===== src/rtl/mem_arbiter_pkg.sv =====
// Shared types and widths for the I/D memory arbiter.
// Widths are also used by the cache and write-buffer front ends.
package mem_arbiter_pkg;

   localparam int ADDR_W = 28;
   localparam int DATA_W = 128;

   typedef enum logic [1:0] {
      IDLE    = 2'd0,
      BUSY_I  = 2'd1,
      BUSY_D  = 2'd2,
      RELEASE = 2'd3
   } arb_state_t;

   typedef enum logic {
      SIDE_I = 1'b0,
      SIDE_D = 1'b1
   } side_t;

endpackage


===== src/rtl/mem_arbiter_rr_pick2.sv =====
// Two-input round-robin selector.
// On a tie the side that was not granted last wins.
module rr_pick2 (
   input  logic req_i,
   input  logic req_d,
   input  logic last_grant,
   output logic grant_valid,
   output logic grant_side
);

   always_comb begin
      grant_valid = req_i | req_d;
      if (req_i & req_d)
         grant_side = ~last_grant;
      else
         grant_side = req_d;
   end

endmodule


===== src/rtl/mem_arbiter.sv =====
// Shares one block-wide memory port between I- and D-side caches.
// One transaction at a time, round-robin on ties, registered command.
module mem_arbiter
   import mem_arbiter_pkg::*;
#(
   parameter int ADDR_W = mem_arbiter_pkg::ADDR_W,
   parameter int DATA_W = mem_arbiter_pkg::DATA_W
) (
   input  logic              clk,
   input  logic              rst,
   input  logic              i_read,
   input  logic              i_write,
   input  logic [ADDR_W-1:0] i_addr,
   input  logic [DATA_W-1:0] i_wdata,
   output logic [DATA_W-1:0] i_rdata,
   output logic              i_ready,
   input  logic              d_read,
   input  logic              d_write,
   input  logic [ADDR_W-1:0] d_addr,
   input  logic [DATA_W-1:0] d_wdata,
   output logic [DATA_W-1:0] d_rdata,
   output logic              d_ready,
   output logic              mem_read,
   output logic              mem_write,
   output logic [ADDR_W-1:0] mem_addr,
   output logic [DATA_W-1:0] mem_wdata,
   input  logic [DATA_W-1:0] mem_rdata,
   input  logic              mem_ready
);

   arb_state_t        state;
   arb_state_t        state_n;
   side_t             last_grant;
   logic              grant_valid;
   logic              grant_side;
   logic              load;
   logic              done;
   logic              sel_read;
   logic              sel_write;
   logic [ADDR_W-1:0] sel_addr;
   logic [DATA_W-1:0] sel_wdata;

   rr_pick2 u_pick (
      .req_i       (i_read | i_write),
      .req_d       (d_read | d_write),
      .last_grant  (last_grant),
      .grant_valid (grant_valid),
      .grant_side  (grant_side)
   );

   always_comb begin
      sel_read  = grant_side ? d_read  : i_read;
      sel_write = grant_side ? d_write : i_write;
      sel_addr  = grant_side ? d_addr  : i_addr;
      sel_wdata = grant_side ? d_wdata : i_wdata;
   end

   always_comb begin
      state_n = state;
      load    = 1'b0;
      done    = 1'b0;
      unique case (state)
         IDLE: begin
            if (grant_valid) begin
               load    = 1'b1;
               state_n = grant_side ? BUSY_D : BUSY_I;
            end
         end
         BUSY_I, BUSY_D: begin
            if (mem_ready) begin
               done    = 1'b1;
               state_n = RELEASE;
            end
         end
         RELEASE: state_n = IDLE;
         default: state_n = IDLE;
      endcase
   end

   always_ff @(posedge clk or posedge rst) begin
      if (rst) begin
         state      <= IDLE;
         last_grant <= SIDE_I;
         mem_read   <= 1'b0;
         mem_write  <= 1'b0;
         mem_addr   <= '0;
         mem_wdata  <= '0;
      end else begin
         state <= state_n;
         if (load) begin
            // write wins when a side raises both read and write
            mem_read   <= sel_read & ~sel_write;
            mem_write  <= sel_write;
            mem_addr   <= sel_addr;
            mem_wdata  <= sel_wdata;
            last_grant <= side_t'(grant_side);
         end else if (done) begin
            mem_read  <= 1'b0;
            mem_write <= 1'b0;
         end
      end
   end

   assign i_rdata = mem_rdata;
   assign d_rdata = mem_rdata;
   assign i_ready = mem_ready & (state == BUSY_I);
   assign d_ready = mem_ready & (state == BUSY_D);

endmodule


===== config.mk =====
export PLATFORM = sky130hd
export DESIGN_NAME = mem_arbiter
export DESIGN_NICKNAME = d
export VERILOG_FILES = /design/src/rtl/mem_arbiter_pkg.sv /design/src/rtl/mem_arbiter_rr_pick2.sv /design/src/rtl/mem_arbiter.sv
export SDC_FILE = /design/constraint.sdc
export NUM_CORES = 1
export LEC_CHECK = 0
export ABC_AREA = 1
export CAP_MARGIN = 20
export CORE_AREA = 5 5 334 336
export DETAILED_ROUTE_END_ITERATION = 12
export DIE_AREA = 0 0 339 341
export HOLD_SLACK_MARGIN = 0.06
export MAX_ROUTING_LAYER = met4
export PLACE_DENSITY_LB_ADDON = 0.2
export SLEW_MARGIN = 20
export SYNTH_ARGS = -nofsm -noshare
export SYNTH_HDL_FRONTEND = slang
export SYNTH_SLANG_ARGS = --single-unit
export TNS_END_PERCENT = 30

===== constraint.sdc =====
create_clock -name clk -period 5.6 [get_ports clk]
set_clock_uncertainty 0.1 [all_clocks]
set_input_delay 1.12 -clock clk [delete_from_list [all_inputs] [get_ports clk]]
set_output_delay 1.12 -clock clk [all_outputs]
set_load 0.01 [all_outputs]

# Word-level counts from Yosys, hierarchy flattened
# Index checks and enable logic that the tools add are counted.
# Widths: inputs -> output; s select.
# word_totals
ram_bits	0
latchBits	0
register_bits	161
n_memories	0
rom_bits	0
out_inout_bits	416
# classes
eq_ne	5
n_mux	16
shifts	0
addsub	0
n_bitwise	9
n_reduce_logical	4
div	0
magnitude_cmp	0
multipliers	0
# op_table
cell	count
$mux 128	1
$mux 28	1
$mux 1	10
$mux 2	3
$pmux 2 s3	1
$and 1x1->1	4
$eq 2x2->1 const B	2
$ne 2x2->1 const B	2
$or 1x1->1	3
$eq 2x1->1 const B	1
$logic_not 2->1	1
$not 1->1	2
$reduce_and 2->1	1
$reduce_bool 2->1	1
$reduce_or 2->1	1

# Logic depth before layout (Yosys ltp)
# logic_depth
ltp_word	7
ltp_mapped	9
mapped_depth_nobuf	7

# By module
# Synthesis repeated with hierarchy kept, for this count alone.
# unflattened
cells_unflattened	1162
area_unflattened_um2	9436.6
# by_module_without_submodules
mod	n_inst	cells_each	area_per_inst_um2
mem_arbiter	1	1159	9421.5
rr_pick2	1	3	15.0

# Worst setup path after synthesis
# Ideal clock, no wire load.
# synth_timing
path_kind	input port to output port
from	input mem_rdata[0]
to	output d_rdata[0]
arrival_ps	1239
required_time_ps	4380
path_buffers	1
stages	1
path_slack_ps	3141
path_cell_list	buf_4
# synth_rtl
element	line_no	source
start, declared	mem_arbiter.sv:27	input logic [DATA_W-1:0] mem_rdata,
end, declared	mem_arbiter.sv:21	output logic [DATA_W-1:0] d_rdata,
# No word-level cell between the ends.

# Worst setup path in the final report
# layout_timing
from	input mem_ready
to	output i_ready
# layout_via
elab_chain_cells	1
# layout_lines
element	line_no	source
start, declared	mem_arbiter.sv:28	input logic mem_ready
$and 1x1->1	mem_arbiter.sv:106	assign i_ready = mem_ready & (state == BUSY_I);
end, declared	mem_arbiter.sv:16	output logic i_ready,
# No other way between the ends.

==> metrics <==
status complete, no violations; worst-skew pair later-pin latency 0.49 ns; vias in the first global route 10540; post-synthesis mux area share 0%; Routed WL 53.47 mm; # clock sinks 161; Compound-Gate Fraction of Synth Area 0.1314%; Die Y 341 um; max-cap violations 0; top_reg_cell synth dfrtp_1; fraction of the mapped netlist area in simple logic gates 36.63%; critical path cell sequence clkdlybuf4s50_1 > nand2_1 > inv_1 > clkdlybuf4s50_1; sequential area share after synthesis 38.47%; ys async rst share 100.0%; vias per cell 3.158; dominant cells by area after synthesis dfrtp_1 38%, nand2_1 25%, buf_4 19%; GR Overflow Total 0; Leak 7.028 nW; crit path max fanout 4; fin crit share 63.10%; I/O pin count 863; PwrDens 471.0 nW/um^2; placed cell count 3044; syn_area_per_cell 7.063 sq um; area of the multi-input gates 3935 sq um; Non-Filler Instances 3091; root buffer cell clkbuf_16; post-synthesis cell count 1483; top-count cell post-synth nand2_1; Unique masters post-synth 15; register cell area after layout 4029 sq um; Finish-stage setup viols 0; XOR/XNOR Fraction of Synth Area 0%; max-slew violations 0; Area Overhead vs Synth 47.70%; EDFF count, synth 0; critical path's largest stage delay 0.52 ns; Synth top area share 38.47%; detailed placement HPWL 39.82 mm; via count 9761; Mapped Area 10470 sq um; CP required 4.38 ns; TritonCTS clock tree built; initial antenna violation count 14; DP Worst Slack 1.714 ns; post-route cell area 15470 sq um; Final GP Congestion 0.7782; hold slack 0.3779 ns; Worst VDD drop 271.8 uV; DR pass1 iterations 7; post-cts sizing count 0; largest family of logic cells by synthesized area simple AND/OR/NAND/NOR gates; antenna-violating nets left 0; PortBufs 478; Slew headroom 37.08%; post-DR wirelength/cell 17.30 um; fillers 12430; CP max-delay cell clkdlybuf4s50_1; Achievable Freq 283.0 MHz; Bufs on Longest Clock Path 2; cell family with most CP delay buffers and inverters; Worst Tran Pin Value 0.9438 ns; CTS clk-pin slew, worst paths 0.07 ns; area of the die 115600 sq um; worst path arrival time 2.31 ns; share of cells above drive strength 1 2.830%; startpoint types primary input; Seq cells post-synth 161; Chip Width 339 um; core area 108200 sq um; met2 routed WL 24.05 mm; leading area contributor after synthesis dfrtp_1; setup slack after layout 2.066 ns; GRT Util Overall 9.282%; Warnings, synthesis 0; met3 WL 5.376 mm; first-pass GRT wire length 76.20 mm; CTS Buf Count 17; kind of critical path in -> out; Most common cell on crit path clkdlybuf4s50_1; Post-CTS Repair Setup Buffers 0; met1 WL 21.92 mm; min Tclk post-route 3.534 ns; num rows 121; setup TNS 0 ns; largest net degree at the start of global routing 159; Final Hold Viols 0; Placed Area 14890 sq um; Buf/Inv on CP 3; RSZ-0062 raised after global routing no; Pwr Total 7.286 mW; # nets final 2100; Util after Layout 14.29%; Synth Area in Adders 0.4778%; DR iter-0 viols 493; H-tree level count 4; Top Layer Used met4; syn nets 1934; DRC viols 0; HP Class reg -> reg; Crit. End Element output port; starting density of the core 9.676%; most frequent cells after synthesis 696 x nand2_1, 259 x buf_4, 161 x dfrtp_1, 161 x nand3_1, 58 x inv_1; Post-CTS Hold Fix Bufs 0
-- placed cells by master, fill, tap and decap left out, types with 2 or more instances in the layout --
cell type          n
nand2_1          696
clkdlybuf4s50_1  478
nand3_1          161
dfrtp_1          161
inv_1             57
nand3b_1          52
clkbuf_16         17
diode_2           16
inv_6              7
clkinvlp_4         7
buf_4              6
nor2_1             4
ha_1               4
buf_12             4
nand2_8            2
-- flip-flops by register name, summed over array words and instances, names as in the netlist --
signal	count
mem_write	1
mem_addr	28
mem_read	1
state	2
last_grant	1
mem_wdata	128
-- routing by layer --
| layer | GRT usage [%] | vias up |
|---|---|---|
| li1 | - | 4659 |
| met2 | 14.13 | 453 |
| met5 | - | - |
| met1 | 10.21 | 4504 |
| met3 | 4.648 | 145 |
| met4 | 4.178 | 0 |
-- power breakdown --
part           leakage [nW]  switching [mW]  total [mW]  internal (mW)
combinational          4.80            2.25        3.96           1.71
sequential             1.99           0.392        2.13           1.74
clock                 0.245           0.614        1.20          0.583
-- tightest hold or removal path, cell delays in order (launching register included) --
cell	delay [ns]
dfrtp_1	0.34
nand2_1	0.05
nand2_1	0.06
-- cell families after synthesis --
logic type / count (synthesis)
AO/OA/AOI/OAI: 2
adder cells (fa/ha/maj): 4
buffers and inverters: 401
flip-flops: 161
AND/OR/NAND/NOR: 915
-- cell type report --
cell class,count,area share (%)
repair buffers,488,31.74
flip-flops and latches,161,26.04
multi-input cells,921,25.44
well taps,1414,11.44
clock buffers,18,2.839
inverters,60,1.569
clock inverters,13,0.6794
diodes,16,0.2588
-- worst paths after layout --
kind,to,cells after the start,slack (ns),from
min in group asynchronous,mem_wdata[63],2,1.03,rst
min,mem_wdata[64],2,0.38,mem_wdata[64]
min reg2reg,mem_wdata[64],2,0.38,mem_wdata[64]
max reg2reg,mem_wdata[81],7,3.20,state[1]
max in group asynchronous,mem_wdata[17],3,3.48,rst
max,i_ready,4,2.07,mem_ready
Power figures use the tool's default switching activity.
